`src/rtl/imem_loader_pkg.sv`:
```
// imem_loader_pkg: loader FSM state encoding, default memory depth and the NOP fill word
package imem_loader_pkg;
  typedef enum logic [1:0] {IDLE, RECV, WRITE, DONE} state_t;
  localparam int IMEM_WORDS_DEF = 4096;
  localparam logic [31:0] NOP = 32'h0000_0013;
endpackage

```
`src/rtl/imem_loader_byte_packer.sv`:
```
// imem_loader_byte_packer: packs bytes little-endian into a word; in clk/rst/clr/en/din, out word/word_ready
module imem_loader_byte_packer (
  input  logic        clk,
  input  logic        rst,
  input  logic        clr,
  input  logic        en,
  input  logic [7:0]  din,
  output logic [31:0] word,
  output logic        word_ready
);
  logic [1:0]  byte_cnt_q, byte_cnt_d;
  logic [31:0] asm_q, asm_d;
  always_comb begin
    byte_cnt_d = clr ? 2'd0 : en ? byte_cnt_q + 2'd1 : byte_cnt_q;
    asm_d = asm_q;
    if (en) asm_d[8*byte_cnt_q +: 8] = din;
    word_ready = en && byte_cnt_q == 2'd3;
    word = asm_q;
  end
  always_ff @(posedge clk) begin
    if (rst) begin
      byte_cnt_q <= '0;
      asm_q <= '0;
    end else begin
      byte_cnt_q <= byte_cnt_d;
      asm_q <= asm_d;
    end
  end
endmodule

```
`src/rtl/imem_loader.sv`:
```
// imem_loader: byte stream -> imem word writes; in start/len_words/in_valid/in_data, out in_ready/mem_*/busy/cpu_hold/done/err_overflow/checksum
module imem_loader
  import imem_loader_pkg::*;
#(
  parameter int IMEM_WORDS = IMEM_WORDS_DEF,
  parameter int ADDR_W = 12
) (
  input  logic              clk,
  input  logic              rst,
  input  logic              start,
  input  logic [ADDR_W:0]   len_words,
  input  logic              in_valid,
  input  logic [7:0]        in_data,
  output logic              in_ready,
  output logic              mem_we,
  output logic [31:0]       mem_addr,
  output logic [31:0]       mem_wdata,
  output logic              busy,
  output logic              cpu_hold,
  output logic              done,
  output logic              err_overflow,
  output logic [31:0]       checksum
);
  localparam logic [ADDR_W:0] MAX_LEN = (ADDR_W+1)'(IMEM_WORDS);
  state_t              state_q, state_d;
  logic [ADDR_W-1:0]   word_idx_q, word_idx_d, addr_hold_q, addr_hold_d;
  logic [ADDR_W:0]     len_q, len_d;
  logic                err_q, err_d;
  logic [31:0]         cks_q, cks_d, wdata_hold_q, wdata_hold_d;
  logic                accept, word_ready;
  logic [31:0]         word;
  imem_loader_byte_packer u_packer (
    .clk        (clk),
    .rst        (rst),
    .clr        (accept),
    .en         (in_valid && in_ready),
    .din        (in_data),
    .word       (word),
    .word_ready (word_ready)
  );
  always_comb begin
    state_d = state_q;
    word_idx_d = word_idx_q;
    len_d = len_q;
    err_d = err_q;
    cks_d = cks_q;
    addr_hold_d = addr_hold_q;
    wdata_hold_d = wdata_hold_q;
    accept = start && (state_q == IDLE || state_q == DONE);
    case (state_q)
      RECV: state_d = word_ready ? WRITE : RECV;
      WRITE: begin
        cks_d = cks_q + word;
        addr_hold_d = word_idx_q;
        wdata_hold_d = word;
        // compare one bit wider so a full-depth load ends without word_idx wrapping
        if ({1'b0, word_idx_q} + (ADDR_W+1)'(1) == len_q) state_d = DONE;
        else begin
          word_idx_d = word_idx_q + ADDR_W'(1);
          state_d = RECV;
        end
      end
      default: if (accept) begin
        len_d = len_words;
        err_d = len_words > MAX_LEN;
        cks_d = '0;
        word_idx_d = '0;
        state_d = (len_words > MAX_LEN || len_words == '0) ? DONE : RECV;
      end
    endcase
    in_ready = state_q == RECV;
    mem_we = state_q == WRITE;
    busy = state_q == RECV || state_q == WRITE;
    cpu_hold = busy;
    done = state_q == DONE;
    err_overflow = err_q;
    checksum = cks_q;
    mem_addr = 32'({mem_we ? word_idx_q : addr_hold_q, 2'b00});
    mem_wdata = mem_we ? word : wdata_hold_q;
  end
  always_ff @(posedge clk) begin
    if (rst) begin
      state_q <= IDLE;
      word_idx_q <= '0;
      len_q <= '0;
      err_q <= 1'b0;
      cks_q <= '0;
      addr_hold_q <= '0;
      wdata_hold_q <= '0;
    end else begin
      state_q <= state_d;
      word_idx_q <= word_idx_d;
      len_q <= len_d;
      err_q <= err_d;
      cks_q <= cks_d;
      addr_hold_q <= addr_hold_d;
      wdata_hold_q <= wdata_hold_d;
    end
  end
endmodule

```
`config.mk`:
```
export PLATFORM = sky130hd
export DESIGN_NAME = imem_loader
export DESIGN_NICKNAME = d
export VERILOG_FILES = /design/src/rtl/imem_loader_pkg.sv /design/src/rtl/imem_loader_byte_packer.sv /design/src/rtl/imem_loader.sv
export SDC_FILE = /design/constraint.sdc
export NUM_CORES = 1
export LEC_CHECK = 0
export BUFFER_PORTS_ARGS = -buffer_cell sky130_fd_sc_hd__buf_2
export CORE_MARGIN = 1.5
export CORE_UTILIZATION = 35
export DETAILED_ROUTE_END_ITERATION = 10
export MAX_ROUTING_LAYER = met4
export PLACE_DENSITY = 0.53
export SYNTH_ARGS = -nofsm -noshare
export SYNTH_HDL_FRONTEND = slang
export SYNTH_SLANG_ARGS = --single-unit
```
`constraint.sdc`:
```
create_clock -name clk -period 6.99 [get_ports clk]
set_input_delay 0.3495 -clock clk [delete_from_list [all_inputs] [get_ports clk]]
set_output_delay 0.3495 -clock clk [all_outputs]
set_load 0.005 [all_outputs]
```
==> results of run 1 <==
per-layer routing:
metal / share of wire / up-vias / global-route usage
li1: - / 3233 / -
met4: 0.012 / 0 / 0.0593
met2: 0.45 / 153 / 0.292
met5: 0 / - / -
met1: 0.50 / 3011 / 0.258
met3: 0.040 / 14 / 0.0336
report_power, final:
| part | total [mW] | switching, mW | internal [mW] |
|---|---|---|---|
| Sequential | 0.856 | 0.0327 | 0.823 |
| Combinational | 0.454 | 0.300 | 0.154 |
| Clock | 0.885 | 0.352 | 0.534 |
| Total | 2.19 | 0.684 | 1.51 |
cells in the mapped netlist, drive strengths merged (4+ instances only):
library cell	number	share of area
dfxtp	138	0.36
nand2	81	0.040
nor2	68	0.034
a21oi	64	0.044
nor2b	52	0.043
mux2	47	0.070
a22oi	41	0.041
ha	40	0.066
clkbuf	36	0.018
o21ai	36	0.024
buf	31	0.028
inv	21	0.010
xnor2	20	0.023
nand3	18	0.014
xor2	17	0.020
nor4	12	0.011
nand4	11	0.0099
nor3	11	0.0086
nand2b	10	0.0082
a21o	9	0.0089
o21bai	9	0.0089
nor3b	8	0.0079
o31ai	8	0.0086
or3	7	0.0058
a211o	5	0.0058
nand4b	5	0.0066
a211oi	4	0.0040
mux2i	4	0.0053
nor4b	4	0.0054
o211ai	4	0.0040
o21a	4	0.0040
kinds of logic (layout without fill, tap and decap cells):
| logic type | after synthesis | after routing | share of synthesized area |
|---|---|---|---|
| other | 1 | 20 | 0.000494 |
| multiplexers | 51 | 51 | 0.0755 |
| AND/OR/NAND/NOR | 305 | 305 | 0.211 |
| XOR/XNOR | 37 | 37 | 0.0427 |
| AO/OA/AOI/OAI | 208 | 208 | 0.182 |
| buffers and inverters | 88 | 166 | 0.0559 |
| adder cells (fa/ha/maj) | 41 | 41 | 0.0686 |
| flip-flops | 138 | 138 | 0.364 |
per-stage QoR:
step | utilization | hold WS [ps] | setup WS [ps]
floorplan | - | 448 | 4450
global placement | 0.390 | 450 | 3880
detailed placement | 0.390 | 451 | 3820
CTS | 0.417 | 162 | 3780
global route | 0.417 | 171 | 3570
finish | 0.417 | 180 | 3830
tightest hold or removal path, cell delays in order:
cell                      delay [ps]
sky130_fd_sc_hd__buf_2           110
sky130_fd_sc_hd__nand2_1          50
sky130_fd_sc_hd__a21oi_1          50
area by class of cell:
type                       instances  area, sq um  area share
timing repair buffer             113          586      0.0664
clock buffer                      21          450      0.0511
multi-input combinational        662         4480       0.508
tap                              275          344      0.0390
sequential                       138         2760       0.313
inverter                          21         78.8     0.00894
clock inverter                    11          123      0.0139
sequential cells by signal, indices dropped and copies added, names as in the netlist:
signal / flops
state_q: 2
u_packer.word: 32
u_packer.byte_cnt_q: 2
wdata_hold_q: 32
len_q: 13
checksum: 32
addr_hold_q: 12
word_idx_q: 12
err_overflow: 1
worst max-delay path by stage:
stage	start	endpoint	slack (ps)	depth (start not counted)
finish	word_idx_q[0]$_SDFFE_PP0P_	word_idx_q[11]$_SDFFE_PP0P_	3830	9
global route	word_idx_q[0]$_SDFFE_PP0P_	word_idx_q[11]$_SDFFE_PP0P_	3570	9
CTS	word_idx_q[0]$_SDFFE_PP0P_	word_idx_q[11]$_SDFFE_PP0P_	3780	9
detailed placement	word_idx_q[0]$_SDFFE_PP0P_	word_idx_q[11]$_SDFFE_PP0P_	3820	9
global placement	word_idx_q[0]$_SDFFE_PP0P_	word_idx_q[11]$_SDFFE_PP0P_	3880	9
floorplan	checksum[6]$_SDFFE_PP0P_	checksum[31]$_SDFFE_PP0P_	4450	9
==> qor_table.md, run 1 <==
| Metric | Value | Unit |
| --- | --- | --- |
| RSZ-0062 raised after global routing | no | - |
| GRT Overall Usage | 0.192 | - |
| DR vias/cell | 5.17 | - |
| Worst Setup Start Kind | register | - |
| Maximum number of pins on one net before global-route repair | 88 | - |
| Relative max-transition margin | 0.210 | - |
| Post-layout instance area | 8820 | sq um |
| Proportion of synthesized flip-flops having asynchronous set or reset | 0 | - |
| Share of layout cells above drive strength 1 | 0.216 | - |
| Placed cells | 1209 | - |
| Slowest cell on crit path | sky130_fd_sc_hd__o31ai_2 | - |
| Number of cells produced by synthesis | 869 | - |
| Number of vias in the routed layout | 6411 | - |
| Worst Hold Class | primary input to register | - |
| Source-to-sink clock delay at the later pin of the worst-skew pair | 430 | ps |
| Number of routed nets with antenna violations | 0 | - |
| Data required, critical path | 7300 | ps |
| Area growth from synthesis to layout | 16.2 | % |
| HPWL after detailed placement | 14.6 | mm |
| Maximum capacitance violations | 0 | - |
| Largest driver fanout on the critical path | 11 | - |
| Wire length of the first global-routing pass | 32.5 | mm |
| Maximum ir drop on the vdd rail | 160 | uV |
| Inserted Diodes | 0 | - |
| Remaining global-route overflow | 0 | - |
| Number of antenna violations at the first check in global routing | 0 | - |
| Leakage power figure | 3.74 | nW |
| Slowest stage delay, CP | 810 | ps |
| Io pins | 127 | - |
| Weighted congestion reported at the end of routability-driven placement | 0.850 | - |
| Netlist area before placement | 7590 | sq um |
| Number of global-route vias before repair | 5972 | - |
| Post-synthesis area per instance | 8.73 | sq um |
| Sequential element share of the synthesized area | 0.364 | - |
| Overall die area | 22600 | sq um |
| Clock-pin slew on the worst setup and hold paths | 60 | ps |
| Count of routing violations after the opening detailed-route iteration | 444 | - |
| Leading cell types in the layout, fill and taps excluded | 138 x sky130_fd_sc_hd__dfxtp_1, 105 x sky130_fd_sc_hd__buf_2, 80 x sky130_fd_sc_hd__nand2_1, 67 x sky130_fd_sc_hd__nor2_1, 61 x sky130_fd_sc_hd__a21oi_1 | - |
| Worst Reg2Reg Path Length in Cells | 9 | - |
| Power density over the cells | 249 | nW/um^2 |
| Setup Fix Bufs, Post-CTS | 0 | - |
| Cells along the critical path | ha_1 > nand3_4 > nor3_2 > mux2_1 > o2bb2ai_1 > nand2_1 > o31ai_2 > nor3_2 > mux2_2 | - |
| Setup Viol. Count Final | 0 | - |
| Post-synthesis register bit count | 138 | - |
| Clock buffers created by TritonCTS | 17 | - |
| Register-to-register setup slack | 3830 | ps |
| Drc violations | 0 | - |
| Startpoint of the most critical register-to-register path | word_idx_q[0]$_SDFFE_PP0P_ | - |
| PortBufs | 106 | - |
| Synth warnings | 0 | - |
| Critical path buffer and inverter count | 0 | - |
| Source of the worst hold timing path | len_words[9] | - |
| Number of hold violations in the final report | 0 | - |
| Die Height | 150 | microns |
| Root buffer cell | sky130_fd_sc_hd__clkbuf_16 | - |
| Final WL | 20.6 | mm |
| Result of the run | finished, final reports clean | - |
| Most prevalent standard cell on the critical path | sky130_fd_sc_hd__nor3_2 | - |
| Max frequency | 0.316 | GHz |
| Worst hold path depth | 3 | - |
| Level count of the clock H-tree | 4 | - |
| Crit path capture type | register | - |
| Capture endpoint of the worst hold path | len_q[9]$_SDFFE_PP0P_ | - |
| CTS tree | done | - |
| Number of distinct library cell variants in the gate-level netlist after synthesis | 75 | - |
| Filler cell count in the final layout | 2172 | - |
| Data arrival, critical path | 3470 | ps |
| Number of flops mapped to enable cells by yosys | 0 | - |
| Floorplan core area | 21200 | sq um |
| Number of cells upsized or downsized after cts | 0 | - |
| Initial standard-cell utilization of the core | 0.359 | - |
| Horizontal die dimension | 150 | microns |
| Total placed instance area | 8250 | sq um |
| Post-Route Skew | 8.47 | ps |
| Most frequent standard cell in the layout excluding fill and tap cells | sky130_fd_sc_hd__dfxtp_1 | - |
| Fin. max-slew vios | 0 | - |
| Cell family with most CP delay | compound AO/OA/AOI/OAI gates | - |
| Top FF cell, synth | sky130_fd_sc_hd__dfxtp_1 | - |
| CTS sink count | 138 | - |
| Max Root-Sink Buffers | 2 | - |
| Final cell count without fillers | 1241 | - |
| NumNets Final | 1019 | - |
| Hold_buf cts | 0 | - |
| Total design power | 2.19 | mW |
| Minimum clock period | 3160 | ps |
| Slew of the pin with the lowest slew margin | 1180 | ps |
| Drt pass-1 iters | 6 | - |
| Average wire length per cell after detail routing | 16.6 | microns |
| Cell row count | 53 | - |
| Post-Route Setup TNS | 0 | ps |
| WS Path Type | register to register | - |
| Period utilization | 0.452 | - |
| Worst reg2reg path endpoint | word_idx_q[11]$_SDFFE_PP0P_ | - |
Note: power is estimated with default switching activity, not from simulation.
==> run 2, diff against run 1 <==
clock period = 3 ns   (was 6.99 ns; I/O delays follow)
==> run 2 against run 1 <==
Combinational power grew to 2.6 times the previous value. Sequential share of layout area is 0.87 points lower. Register-to-register slack worse by 3600 ps. Clock skew is 2.7 ps higher. Critical path depth stayed put. Clock-buffer cell count stayed put. Hold slack worse by 160 ps. Final area is 2.9% higher. Die area stayed put. Global-route usage is 0.12 points higher. Non-clock buffer count is 28 higher. Critical path type unchanged.
==> qor_table.md, run 2 (synthesized netlist as in run 1, its figures left out) <==
| Metric | Value | Unit | Delta |
| --- | --- | --- | --- |
| Maximum capacitance violations | 0 | - | unchanged |
| Clock-pin slew on the worst setup and hold paths | 60 | ps | about the same |
| Crit path capture type | register | - | unchanged |
| Power density over the cells | 572 | nW/um^2 | was 249 nW/um^2 |
| Most frequent standard cell in the layout excluding fill and tap cells | sky130_fd_sc_hd__dfxtp_1 | - | unchanged |
| Period utilization | 0.913 | - | was 0.452 |
| Number of global-route vias before repair | 5977 | - | was 5972 |
| Data required, critical path | 3360 | ps | was 7300 ps |
| WS Path Type | register to register | - | unchanged |
| Overall die area | 22600 | sq um | unchanged |
| Largest driver fanout on the critical path | 6 | - | was 11 |
| CTS tree | done | - | unchanged |
| DR vias/cell | 5.15 | - | was 5.17 |
| Weighted congestion reported at the end of routability-driven placement | 0.854 | - | was 0.850 |
| Remaining global-route overflow | 0 | - | unchanged |
| Drc violations | 0 | - | unchanged |
| Area growth from synthesis to layout | 19.6 | % | was 16.2% |
| PortBufs | 106 | - | unchanged |
| Horizontal die dimension | 150 | microns | unchanged |
| Relative max-transition margin | 0.173 | - | was 0.210 |
| Max Root-Sink Buffers | 2 | - | unchanged |
| GRT Overall Usage | 0.193 | - | was 0.192 |
| Result of the run | finished, final reports clean | - | unchanged |
| Data arrival, critical path | 3090 | ps | was 3470 ps |
| Level count of the clock H-tree | 4 | - | unchanged |
| Root buffer cell | sky130_fd_sc_hd__clkbuf_16 | - | unchanged |
| Worst Setup Start Kind | register | - | unchanged |
| CTS sink count | 138 | - | unchanged |
| Floorplan core area | 21200 | sq um | unchanged |
| Drt pass-1 iters | 5 | - | was 6 |
| Internal power component | 3.56 | mW | was 1.51 mW |
| Combinational power share | 0.225 | - | was 0.207 |
| Max frequency | 0.365 | GHz | was 0.316 GHz |
| Minimum clock period | 2740 | ps | was 3160 ps |
| Count of routing violations after the opening detailed-route iteration | 378 | - | was 444 |
| Leading cell types in the layout, fill and taps excluded | 138 x sky130_fd_sc_hd__dfxtp_1, 105 x sky130_fd_sc_hd__buf_2, 80 x sky130_fd_sc_hd__nand2_1, 67 x sky130_fd_sc_hd__nor2_1, 61 x sky130_fd_sc_hd__a21oi_1 | - | unchanged |
| Number of vias in the routed layout | 6519 | - | was 6411 |
| Io pins | 127 | - | unchanged |
| Sequential share of power | 0.382 | - | was 0.390 |
| Die Height | 150 | microns | unchanged |
| Post-Route Setup TNS | 0 | ps | unchanged |
| Clock buffers created by TritonCTS | 17 | - | unchanged |
| Setup Fix Bufs, Post-CTS | 0 | - | unchanged |
| Maximum number of pins on one net before global-route repair | 92 | - | was 88 |
| Number of hold violations in the final report | 0 | - | unchanged |
| Final WL | 20.9 | mm | was 20.6 mm |
| Switching Share | 0.314 | - | was 0.312 |
| Post-Route Skew | 11.2 | ps | was 8.47 ps |
| Total net switching power | 1.63 | mW | was 684 uW |
| NumNets Final | 1047 | - | was 1019 |
| Number of routed nets with antenna violations | 0 | - | unchanged |
| Slew of the pin with the lowest slew margin | 1240 | ps | was 1180 ps |
| Wire length of the first global-routing pass | 32.7 | mm | was 32.5 mm |
| Inserted Diodes | 0 | - | unchanged |
| Post-route core utilization | 0.429 | - | was 0.417 |
| Clock share of power | 0.393 | - | was 0.403 |
| Fin. max-slew vios | 0 | - | unchanged |
| Initial standard-cell utilization of the core | 0.359 | - | unchanged |
| Average wire length per cell after detail routing | 16.5 | microns | was 16.6 microns |
| Share of layout cells above drive strength 1 | 0.230 | - | was 0.216 |
| Number of antenna violations at the first check in global routing | 0 | - | unchanged |
| Worst Hold Class | primary input to register | - | unchanged |
| Source-to-sink clock delay at the later pin of the worst-skew pair | 420 | ps | was 430 ps |
| Maximum ir drop on the vdd rail | 367 | uV | was 160 uV |
| Setup Viol. Count Final | 0 | - | unchanged |
| Leakage power figure | 3.87 | nW | was 3.74 nW |
| HPWL after detailed placement | 14.9 | mm | was 14.6 mm |
| RSZ-0062 raised after global routing | no | - | unchanged |
| Cell row count | 53 | - | unchanged |
==> run 2: final cells by class <==
class | count | area, sq um
Clock buffer | 21 | 480
Clock inverter | 9 | 90.1
Fill cell | 2127 | 12100
Inverter | 21 | 78.8
Multi-Input combinational cell | 662 | 4480
Sequential cell | 138 | 2760
Tap cell | 275 | 344
Timing Repair Buffer | 141 | 836
==> run 2: repair_timing <==
item,in CTS,in global routing
gates resized for setup,0,2
hold endpoints to repair,11,0
hold buffers,11,0
endpoints found under the setup margin,0,2
==> run 2: path summary, 6_finish.rpt <==
check / start / to / slack, ps / cells after the start
max: checksum[6]$_SDFFE_PP0P_ / checksum[31]$_SDFFE_PP0P_ / 260 / 9
min: len_words[0] / len_q[0]$_SDFFE_PP0P_ / 20 / 3
max reg2reg: checksum[6]$_SDFFE_PP0P_ / checksum[31]$_SDFFE_PP0P_ / 260 / 9
min reg2reg: err_overflow$_SDFFE_PP0P_ / err_overflow$_SDFFE_PP0P_ / 450 / 2
==> run 2: worst max-delay path: stages (launching register included) <==
cell	delay, ps
sky130_fd_sc_hd__dfxtp_1	320
sky130_fd_sc_hd__ha_1	390
sky130_fd_sc_hd__a21oi_2	170
sky130_fd_sc_hd__o21ai_1	110
sky130_fd_sc_hd__a2111o_1	460
sky130_fd_sc_hd__o2111a_1	280
sky130_fd_sc_hd__or3_1	390
sky130_fd_sc_hd__o311ai_2	100
sky130_fd_sc_hd__mux2_4	330
sky130_fd_sc_hd__a21oi_2	120
==> run 2: power by group through the flow <==
stage	Clock, mW	Sequential, mW	Combinational (mW)
floorplan	0	2.01	0.795
global placement	0	2.02	1.16
detailed placement	0	2.03	1.16
CTS	2.09	1.99	1.18
global route	2.16	2.00	1.29
finish	2.04	1.99	1.17
==> run 2: metrics by stage <==
stage / hold WS [ps] / setup slack [ps] / cell area (sq um) / instances / power (mW)
floorplan: 286 / 456 / 7660 / 888 / 2.81
global placement: 415 / 208 / 8390 / 1226 / 3.18
detailed placement: 416 / 90.3 / 8390 / 1226 / 3.19
CTS: 5.71 / 57.5 / 9070 / 1267 / 5.26
global route: 24.7 / 4.56 / 9070 / 1267 / 5.44
finish: 24.3 / 261 / 9070 / 1267 / 5.19
==> run 2: per-layer routing <==
metal | track usage | vias up | wire length (microns)
met3 | 0.0336 | 36 | 1020
met1 | 0.261 | 3034 | 10100
met4 | 0.0760 | 0 | 505
met5 | - | - | 0
li1 | - | 3280 | -
met2 | 0.285 | 169 | 9340
